**src/rtl/tc_pkg.sv**
```systemverilog
// Shared definitions for the timer_counter peripheral: FSM states, register map,
// CTRL field positions and mode encodings.
package tc_pkg;

    typedef enum logic [1:0] {
        ST_IDLE = 2'd0,
        ST_LOAD = 2'd1,
        ST_CNT  = 2'd2,
        ST_INT  = 2'd3
    } state_t;

    localparam logic [1:0] ADDR_CTRL   = 2'd0;
    localparam logic [1:0] ADDR_PRESET = 2'd1;
    localparam logic [1:0] ADDR_COUNT  = 2'd2;

    localparam int CTRL_EN      = 0;
    localparam int CTRL_MODE_LO = 1;
    localparam int CTRL_MODE_HI = 2;
    localparam int CTRL_IM      = 3;
    localparam int CTRL_PSC_LO  = 4;
    localparam int CTRL_PSC_HI  = 11;
    localparam int PSC_W        = CTRL_PSC_HI - CTRL_PSC_LO + 1;

    localparam logic [1:0] MODE_ONESHOT = 2'b00;
    localparam logic [1:0] MODE_RELOAD  = 2'b01;

endpackage

```
**src/rtl/tc_prescaler.sv**
```systemverilog
// Count-enable generator: raises tick once every psc+1 active cycles,
// restarting from zero whenever restart is asserted.
module tc_prescaler
    import tc_pkg::*;
(
    input  logic             clk,
    input  logic             clr,
    input  logic             restart,
    input  logic             active,
    input  logic [PSC_W-1:0] psc,
    output logic             tick
);

    logic [PSC_W-1:0] psc_cnt;

    assign tick = (psc_cnt == psc);

    always_ff @(posedge clk) begin
        if (clr || restart) begin
            psc_cnt <= '0;
        end else if (active) begin
            psc_cnt <= tick ? '0 : psc_cnt + 1'b1;
        end
    end

endmodule

```
**src/rtl/timer_counter.sv**
```systemverilog
// Memory-mapped countdown timer with CTRL/PRESET/COUNT registers, one-shot or
// auto-reload operation and a locally masked level irq. Define TIMER_PRESCALE_EN for CTRL[11:4] prescaling.
module timer_counter
    import tc_pkg::*;
#(
    parameter int ADDR_W = 2,
    parameter int CNT_W  = 32
) (
    input  logic              clk,
    input  logic              clr,
    input  logic [ADDR_W-1:0] addr,
    input  logic              we,
    input  logic [31:0]       wdata,
    output logic [31:0]       rdata,
    output logic              irq
);

    state_t           state, next_state;
    logic             ctrl_en, ctrl_im;
    logic [1:0]       ctrl_mode;
    logic [CNT_W-1:0] preset, count;
    logic             irq_flag;
    logic             tick;
    logic [31:0]      ctrl_rd;

    logic ctrl_wr, preset_wr, en_eff;
    logic do_load, do_dec, do_expire, do_en_clr, do_irq_clr;

    assign ctrl_wr   = we && (addr == ADDR_W'(ADDR_CTRL));
    assign preset_wr = we && (addr == ADDR_W'(ADDR_PRESET));
    // The FSM acts on EN as it will be after this cycle's bus write.
    assign en_eff    = ctrl_wr ? wdata[CTRL_EN] : ctrl_en;

`ifdef TIMER_PRESCALE_EN
    logic [PSC_W-1:0] ctrl_psc;

    always_ff @(posedge clk) begin
        if (clr) begin
            ctrl_psc <= '0;
        end else if (ctrl_wr) begin
            ctrl_psc <= wdata[CTRL_PSC_HI:CTRL_PSC_LO];
        end
    end

    tc_prescaler u_prescaler (
        .clk     (clk),
        .clr     (clr),
        .restart (ctrl_wr || (state == ST_LOAD)),
        .active  (state == ST_CNT),
        .psc     (ctrl_psc),
        .tick    (tick)
    );
`else
    assign tick = 1'b1;
`endif

    always_ff @(posedge clk) begin
        if (clr) begin
            state <= ST_IDLE;
        end else begin
            state <= next_state;
        end
    end

    // NOTE: every output of this block gets a default first so no path leaves one unassigned (no latches).
    always_comb begin
        next_state = state;
        do_load    = 1'b0;
        do_dec     = 1'b0;
        do_expire  = 1'b0;
        do_en_clr  = 1'b0;
        do_irq_clr = 1'b0;
        case (state)
            ST_IDLE: if (en_eff) next_state = ST_LOAD;
            ST_LOAD: begin
                do_load    = 1'b1;
                next_state = ST_CNT;
            end
            ST_CNT: begin
                if (!en_eff) begin
                    next_state = ST_IDLE;
                end else if (tick) begin
                    if (count <= CNT_W'(1)) begin
                        do_expire  = 1'b1;
                        next_state = ST_INT;
                    end else begin
                        do_dec = 1'b1;
                    end
                end
            end
            ST_INT: begin
                if (ctrl_mode == MODE_RELOAD) begin
                    do_irq_clr = 1'b1;
                    next_state = ST_LOAD;
                end else begin
                    do_en_clr  = 1'b1;
                    next_state = ST_IDLE;
                end
            end
            default: next_state = ST_IDLE;
        endcase
    end

    // NOTE: sequential state uses non-blocking assignments so all registers update from pre-edge values.
    always_ff @(posedge clk) begin
        if (clr) begin
            ctrl_en   <= 1'b0;
            ctrl_mode <= MODE_ONESHOT;
            ctrl_im   <= 1'b0;
            preset    <= '0;
            count     <= '0;
            irq_flag  <= 1'b0;
        end else begin
            if (ctrl_wr) begin
                ctrl_en   <= wdata[CTRL_EN];
                ctrl_mode <= wdata[CTRL_MODE_HI:CTRL_MODE_LO];
                ctrl_im   <= wdata[CTRL_IM];
            end else if (do_en_clr) begin
                ctrl_en <= 1'b0;
            end

            if (preset_wr) begin
                preset <= wdata[CNT_W-1:0];
            end

            if (do_load) begin
                count <= preset;
            end else if (do_expire) begin
                count <= '0;
            end else if (do_dec) begin
                count <= count - CNT_W'(1);
            end

            // Expiry outranks a coincident register write so an interrupt is never lost.
            if (do_expire) begin
                irq_flag <= 1'b1;
            end else if (ctrl_wr || preset_wr || do_irq_clr) begin
                irq_flag <= 1'b0;
            end
        end
    end

    always_comb begin
        ctrl_rd = '0;
        ctrl_rd[CTRL_EN] = ctrl_en;
        ctrl_rd[CTRL_MODE_HI:CTRL_MODE_LO] = ctrl_mode;
        ctrl_rd[CTRL_IM] = ctrl_im;
`ifdef TIMER_PRESCALE_EN
        ctrl_rd[CTRL_PSC_HI:CTRL_PSC_LO] = ctrl_psc;
`endif
    end

    always_comb begin
        rdata = '0;
        if (addr == ADDR_W'(ADDR_CTRL)) begin
            rdata = ctrl_rd;
        end else if (addr == ADDR_W'(ADDR_PRESET)) begin
            rdata = 32'(preset);
        end else if (addr == ADDR_W'(ADDR_COUNT)) begin
            rdata = 32'(count);
        end
    end

    assign irq = irq_flag & ctrl_im;

endmodule

```
**config.mk**
```make
export PLATFORM = sky130hd
export DESIGN_NAME = timer_counter
export DESIGN_NICKNAME = d
export VERILOG_FILES = /design/src/rtl/tc_pkg.sv /design/src/rtl/tc_prescaler.sv /design/src/rtl/timer_counter.sv
export SDC_FILE = /design/constraint.sdc
export NUM_CORES = 1
export LEC_CHECK = 0
export ABC_CLOCK_PERIOD_IN_PS = 2800
export CAP_MARGIN = 5
export CORE_ASPECT_RATIO = 0.8
export CORE_MARGIN = 4
export CORE_UTILIZATION = 52
export DETAILED_ROUTE_END_ITERATION = 7
export PLACE_DENSITY = 0.82
export SLEW_MARGIN = 10
export SYNTH_ARGS = -nofsm -noshare
export SYNTH_HDL_FRONTEND = slang
export SYNTH_SLANG_ARGS = --single-unit
export TNS_END_PERCENT = 50
```
**constraint.sdc**
```tcl
create_clock -name clk -period 2.8 [get_ports clk]
set_input_delay 0.42 -clock clk [delete_from_list [all_inputs] [get_ports clk]]
set_output_delay 0.42 -clock clk [all_outputs]
set_load 0.02 [all_outputs]
```
# ---- Word level (Yosys, flattened, before mapping)
# Cells that the tools add are included.
dict set report classes {
  n_reduce_logical 10
  bitwise_logic 1
  magnitude_cmp 1
  eq_ne 8
  muxes 27
  addsub 1
}
# op count
set ops {}
lappend ops {{2-to-1 mux 32 bit} 6}
lappend ops {{<= comparator 32 x 1 -> 1 bit (second input constant)} 1}
lappend ops {{subtractor 32 x 1 -> 32 bit (second input constant)} 1}
lappend ops {{2-to-1 mux 1 bit} 17}
lappend ops {{case mux 2 bit (4 select lines)} 1}
lappend ops {{== test 2 x 1 -> 1 bit (second input constant)} 3}
lappend ops {{== test 2 bit (second input constant)} 3}
lappend ops {{2-to-1 mux 2 bit} 3}
lappend ops {{zero test 2 bit} 2}
lappend ops {{nonzero test 2 bit} 2}
lappend ops {{!= test 3 bit (second input constant)} 1}
lappend ops {{nonzero test 3 bit} 1}
lappend ops {{logical AND 1 bit} 2}
lappend ops {{logical OR 1 bit} 2}
lappend ops {{!= test 2 bit (second input constant)} 1}
lappend ops {{AND reduction 2 bit} 1}
lappend ops {{AND 1 bit} 1}
dict set report word_totals {
  reg_bits 71
  input_bits 37
  wordCells 55
  out_inout_bits 33
}

# ---- Logic depth before layout (Yosys ltp)
dict set report logic_depth {
  depth_word 8
  ltp_mapped 8
  ltp_nobuf 7
}

# ---- Worst setup path after synthesis
# Ideal clock, no wire load.
dict set report synth_path {
  kind {input-to-reg}
  start {input addr[0]}
  end {register count[19]}
  n_path_buf 3
  setup_slack_ps 281
  arrival_time_ps 2443
  t_required_ps 2724
  setup_ps 76
  stages 8
  cell_sequence {clkbuf_1 -> nor3b_1 -> buf_1 -> mux2_2 -> nor2_1 -> clkbuf_1 -> a22oi_1 -> o22ai_1}
}
dict set report synth_between {
  elab_chain_len 7
  word_cells_on_any_way 10
  cone_classes {mux (7); reduce/logical (3)}
}
# item line
set synth_rtl {}
lappend synth_rtl {{from (decl)} timer_counter.sv:11} ;# input logic [ADDR_W-1:0] addr,
lappend synth_rtl {{zero test 2 bit *} timer_counter.sv:29} ;# assign ctrl_wr = we && (addr == ADDR_W'(ADDR_CTRL));
lappend synth_rtl {{logical AND 1 bit *} timer_counter.sv:29}
lappend synth_rtl {{2-to-1 mux 1 bit *} timer_counter.sv:32} ;# assign en_eff = ctrl_wr ? wdata[CTRL_EN] : ctrl_en;
lappend synth_rtl {{2-to-1 mux 1 bit} timer_counter.sv:80} ;# if (!en_eff) begin
lappend synth_rtl {{2-to-1 mux 1 bit} timer_counter.sv:73} ;# case (state)
lappend synth_rtl {{2-to-1 mux 32 bit} timer_counter.sv:128} ;# end else if (do_expire) begin
lappend synth_rtl {{2-to-1 mux 32 bit} timer_counter.sv:126} ;# if (do_load) begin
lappend synth_rtl {{to (signal assigned)} timer_counter.sv:127} ;# count <= preset;
lappend synth_rtl {{to (signal assigned)} timer_counter.sv:131} ;# count <= count - CNT_W'(1);
lappend synth_rtl {{to (decl)} timer_counter.sv:21} ;# logic [CNT_W-1:0] preset, count;
# Mark *: on every way between the ends. The rest lies on a longest branch, timed or not.
# A chain may end at the register's enable or synchronous reset.

# ---- Worst setup path in the final report
dict set report layout_path {
  start {input addr[1]}
  end {output rdata[31]}
}
dict set report layout_between {
  elab_chain_len 4
  word_cells_on_any_way 6
  cone_classes {eq/ne (2); mux (3); reduce/logical (1)}
}
# item line
set layout_rtl {}
lappend layout_rtl {{== test 2 bit} timer_counter.sv:159} ;# end else if (addr == ADDR_W'(ADDR_COUNT)) begin
lappend layout_rtl {{2-to-1 mux 32 bit} timer_counter.sv:159}
lappend layout_rtl {{2-to-1 mux 32 bit} timer_counter.sv:157} ;# end else if (addr == ADDR_W'(ADDR_PRESET)) begin
lappend layout_rtl {{2-to-1 mux 32 bit *} timer_counter.sv:155} ;# if (addr == ADDR_W'(ADDR_CTRL)) begin
lappend layout_rtl {{to (decl)} timer_counter.sv:14} ;# output logic [31:0] rdata,
# Marked as above.

==> summary.json <==
{
  "run_status": {
    "run_status": "finished clean"
  },
  "critical_path": {
    "arrival_time_worst_endpoint_ps": 2270,
    "cp-end-kind": "output port",
    "critical_path_peak_fanout": 11,
    "criticalPathCategory": "input pin to output port",
    "worst-endpoint-required_ps": 2380,
    "worst_setup_path_start_kind": "input pin"
  },
  "placed_design": {
    "place.port_buffers": 69,
    "detailedPlace.worstSlack_ps": 73.6,
    "detailedPlacementHpwl_mm": 7.73,
    "routabilityCongestion": 0.926
  },
  "cts": {
    "clock_tree_buffer_depth": 2,
    "clock-root-buffer": "sky130_fd_sc_hd__clkbuf_8",
    "cts_tree": "done",
    "clock_sink_count": 71,
    "cts.clk_slew.worst_paths_ps": 70,
    "clock_insertion_delay_worst_skew_ps": 360,
    "cts_max_level": 3,
    "total_clock_buffers_created_by_cts": 9
  },
  "drt": {
    "vias": 3919,
    "finalWirelength_mm": 11.2,
    "routed-wl-met3_um": 841,
    "topRoutingLayerUsed": "met4",
    "post-route-drc-count": 0,
    "detail_route.vias_per_cell": 6.25,
    "met2RoutedLength_mm": 5.22,
    "met1_length_mm": 5.00,
    "detail_route.first_pass.iterations": 5,
    "wl_per_cell_um": 17.8,
    "initial_drc_count": 321,
    "drtAntennaViolNets": 0
  },
  "layout": {
    "design.final.nets": 575,
    "multi_input_comb_area_sq_mm": 0.00217,
    "sequential_cell_area_sq_mm": 0.00142,
    "n_fill_cell": 580,
    "insertedDiodeCount": 0,
    "syn2layout_area_growth_pct": 28.6,
    "drive_gt1_frac": 0.0870,
    "layout.core_utilization": 0.695
  },
  "power_and_ir_drop": {
    "p_clk_frac": 0.367,
    "totalPowerFinal_mw": 2.30,
    "swShare": 0.273,
    "p_switching_uw": 628,
    "seqPwrFrac": 0.461,
    "power.density_mw_per_mm2": 476,
    "power.share.combinational": 0.172,
    "leakagePower_nw": 1.86,
    "vdd_drop_max_mv": 0.232,
    "p_int_mw": 1.67
  },
  "timing": {
    "final.period_utilization": 0.962,
    "setup_viol": 0,
    "final.min_clock_period_ps": 2690,
    "finalWorstSetupSlack_ps": 107,
    "final-hold-violation-count": 0,
    "maxSlewViolCount": 0,
    "max_freq_mhz": 371,
    "grt_setup_unrepaired": "false",
    "maxSlewHeadroom": 0.378,
    "timing_worst_slew_pin_value_ps": 929,
    "setup_tns_ps": 0,
    "final.setup_skew_ps": 4.07,
    "timing.hold.ws_ps": 476
  },
  "yosys": {
    "synth_seq_area_share": 0.378,
    "synth_area_sq_mm": 0.00376,
    "syn_area_per_cell_sq_um": 8.00,
    "yosys_most_used_dff": "sky130_fd_sc_hd__dfxtp_1",
    "synth_top_area_cell": "sky130_fd_sc_hd__dfxtp_1",
    "netlist-cell-type-count": 50,
    "synth-seq-cells": 71,
    "syn-num-nets": 509,
    "netlist_instances": 470,
    "synth.top_cell.area_share": 0.378,
    "dominant_cells_by_area_after_synthesis": "sky130_fd_sc_hd__dfxtp_1 (38%), sky130_fd_sc_hd__nand2_1 (9.1%), sky130_fd_sc_hd__a22o_1 (6.5%)",
    "synth_enable_flop_cells": 0,
    "yosys_warnings": 0,
    "ys_async_sr_fraction": 0
  },
  "global_route": {
    "grt_first_pass_wirelength_mm": 18.5,
    "overflow": 0,
    "grt_pass1_vias": 3788,
    "pin_count_of_the_biggest_net_entering_global_routing": 46,
    "antenna_found_initial": 0,
    "track_usage": 0.269
  },
  "die": {
    "floorplan.die.width_um": 103,
    "core_region_area_sq_mm": 0.00696,
    "boundaryPins": 70,
    "num_rows": 27,
    "die-area_sq_mm": 0.00866,
    "start_util": 0.540,
    "dieHeight_um": 84.1
  },
  "job": {
    "cap_violations": 0
  },
  "hold_path": {
    "worstHoldPathType": "flip-flop to flip-flop"
  }
}
[area by class of cell]
type,instances,share of cell area
Timing Repair Buffer,94,0.191
Inverter,4,0.00311
Tap cell,87,0.0225
Sequential cell,71,0.294
Multi-Input combinational cell,356,0.449
Clock buffer,12,0.0321
Clock inverter,3,0.00880
[cell usage after synthesis, types with 2 or more instances]
master	number
sky130_fd_sc_hd__nand2_1	91
sky130_fd_sc_hd__dfxtp_1	71
sky130_fd_sc_hd__a21oi_1	37
sky130_fd_sc_hd__clkbuf_1	30
sky130_fd_sc_hd__a22o_1	28
sky130_fd_sc_hd__nor2_1	21
sky130_fd_sc_hd__a22oi_1	16
sky130_fd_sc_hd__o22ai_1	15
sky130_fd_sc_hd__mux2i_1	13
sky130_fd_sc_hd__nor3_1	11
sky130_fd_sc_hd__xnor2_1	11
sky130_fd_sc_hd__nor4_1	10
sky130_fd_sc_hd__nand3_1	9
sky130_fd_sc_hd__o21ai_0	7
sky130_fd_sc_hd__or4_1	7
sky130_fd_sc_hd__nand4_1	6
sky130_fd_sc_hd__nor2b_1	6
sky130_fd_sc_hd__o2111ai_1	6
sky130_fd_sc_hd__o311ai_1	6
sky130_fd_sc_hd__a31oi_1	5
sky130_fd_sc_hd__nand2b_1	5
sky130_fd_sc_hd__o211ai_1	5
sky130_fd_sc_hd__and3_1	4
sky130_fd_sc_hd__buf_1	4
sky130_fd_sc_hd__buf_2	4
sky130_fd_sc_hd__inv_1	4
sky130_fd_sc_hd__or3_1	4
sky130_fd_sc_hd__and4_1	3
sky130_fd_sc_hd__a211o_1	2
sky130_fd_sc_hd__a211oi_1	2
sky130_fd_sc_hd__and2_1	2
sky130_fd_sc_hd__and3b_1	2
sky130_fd_sc_hd__ha_1	2
sky130_fd_sc_hd__nor3b_1	2
sky130_fd_sc_hd__o311ai_0	2
sky130_fd_sc_hd__o31a_1	2
sky130_fd_sc_hd__or4_4	2
[repair_timing]
action                     CTS  global route
buffers inserted             0             0
hold endpoints to repair     0             0
resized for setup            0             4
setup endpoints to repair    0             4
hold buffers                 0             0
[routing by layer]
metal  track usage  up-vias
met3        0.0660       16
met4        0.0753        0
met5             0        -
met2         0.418      159
met1         0.369     1866
li1              -     1878
[critical path, cell delays in order]
cell	delay (ps)
sky130_fd_sc_hd__clkdlybuf4s50_1	600
sky130_fd_sc_hd__nor2b_2	260
sky130_fd_sc_hd__buf_4	210
sky130_fd_sc_hd__a22o_1	170
sky130_fd_sc_hd__clkdlybuf4s50_1	610
[final timing paths]
path,cells past startpoint,slack [ps],end,startpoint
setup / recovery,5,110,rdata[31],addr[1]
hold reg to reg,2,480,preset[4]$_SDFFE_PP0P_,preset[4]$_SDFFE_PP0P_
hold / removal,2,480,preset[4]$_SDFFE_PP0P_,preset[4]$_SDFFE_PP0P_
setup reg to reg,6,230,count[27]$_SDFFE_PP0P_,count[4]$_SDFFE_PP0P_
[per-stage QoR]
step	std cells	area (sq um)
floorplan	470	3760
global placement	612	4630
detailed placement	612	4630
CTS	627	4820
global route	627	4830
finish	627	4830
[power by group through the flow]
stage | registers, mW | logic, mW | clock network, mW
6_report | 1.06 | 0.395 | 0.844
5_1_grt | 1.06 | 0.428 | 0.893
4_1_cts | 1.06 | 0.391 | 0.851
3_5_place_dp | 1.08 | 0.387 | 0
3_3_place_gp | 1.08 | 0.378 | 0
2_1_floorplan | 1.07 | 0.235 | 0
[placed cells by master, fill, tap and decap left out, types with 3 or more instances in the layout]
cell                              netlist  routed
sky130_fd_sc_hd__nand4_1                6       6
sky130_fd_sc_hd__o2111ai_1              6       6
sky130_fd_sc_hd__mux2i_1               13      13
sky130_fd_sc_hd__clkdlybuf4s50_1        0      64
sky130_fd_sc_hd__inv_1                  4       4
sky130_fd_sc_hd__xnor2_1               11      11
sky130_fd_sc_hd__dlymetal6s2s_1         0       4
sky130_fd_sc_hd__a21oi_1               37      37
sky130_fd_sc_hd__o21ai_0                7       7
sky130_fd_sc_hd__o211ai_1               5       5
sky130_fd_sc_hd__nor3_1                11      11
sky130_fd_sc_hd__a22oi_1               16      16
sky130_fd_sc_hd__nor4_1                10      10
sky130_fd_sc_hd__dfxtp_1               71      71
sky130_fd_sc_hd__o311ai_1               6       6
sky130_fd_sc_hd__nand2b_1               5       5
sky130_fd_sc_hd__clkbuf_8               0      11
sky130_fd_sc_hd__nand2_1               91      91
sky130_fd_sc_hd__o22ai_1               15      15
sky130_fd_sc_hd__nor2b_1                6       4
sky130_fd_sc_hd__and3_1                 4       4
sky130_fd_sc_hd__buf_4                  0      22
sky130_fd_sc_hd__nor2_1                21      21
sky130_fd_sc_hd__or4_1                  7       7
sky130_fd_sc_hd__nand3_1                9       9
sky130_fd_sc_hd__and4_1                 3       3
sky130_fd_sc_hd__buf_12                 0       3
sky130_fd_sc_hd__or3_1                  4       4
sky130_fd_sc_hd__a22o_1                28      28
sky130_fd_sc_hd__a31oi_1                5       5
[registers in the layout, summed over array words and instances (netlist names)]
register,count
ctrl_im,1
ctrl_mode,2
preset,32
ctrl_en,1
count,32
state,2
irq_flag,1
[cell families after synthesis]
family,Yosys count,share of synthesized area
compound gates,139,0.258
xor+xnor,12,0.0280
fa+ha+maj,2,0.00665
buf+inv,43,0.0463
flops,71,0.378
mux,14,0.0376
simple gates,189,0.245
No activity file was read; power rests on OpenSTA's default activity.
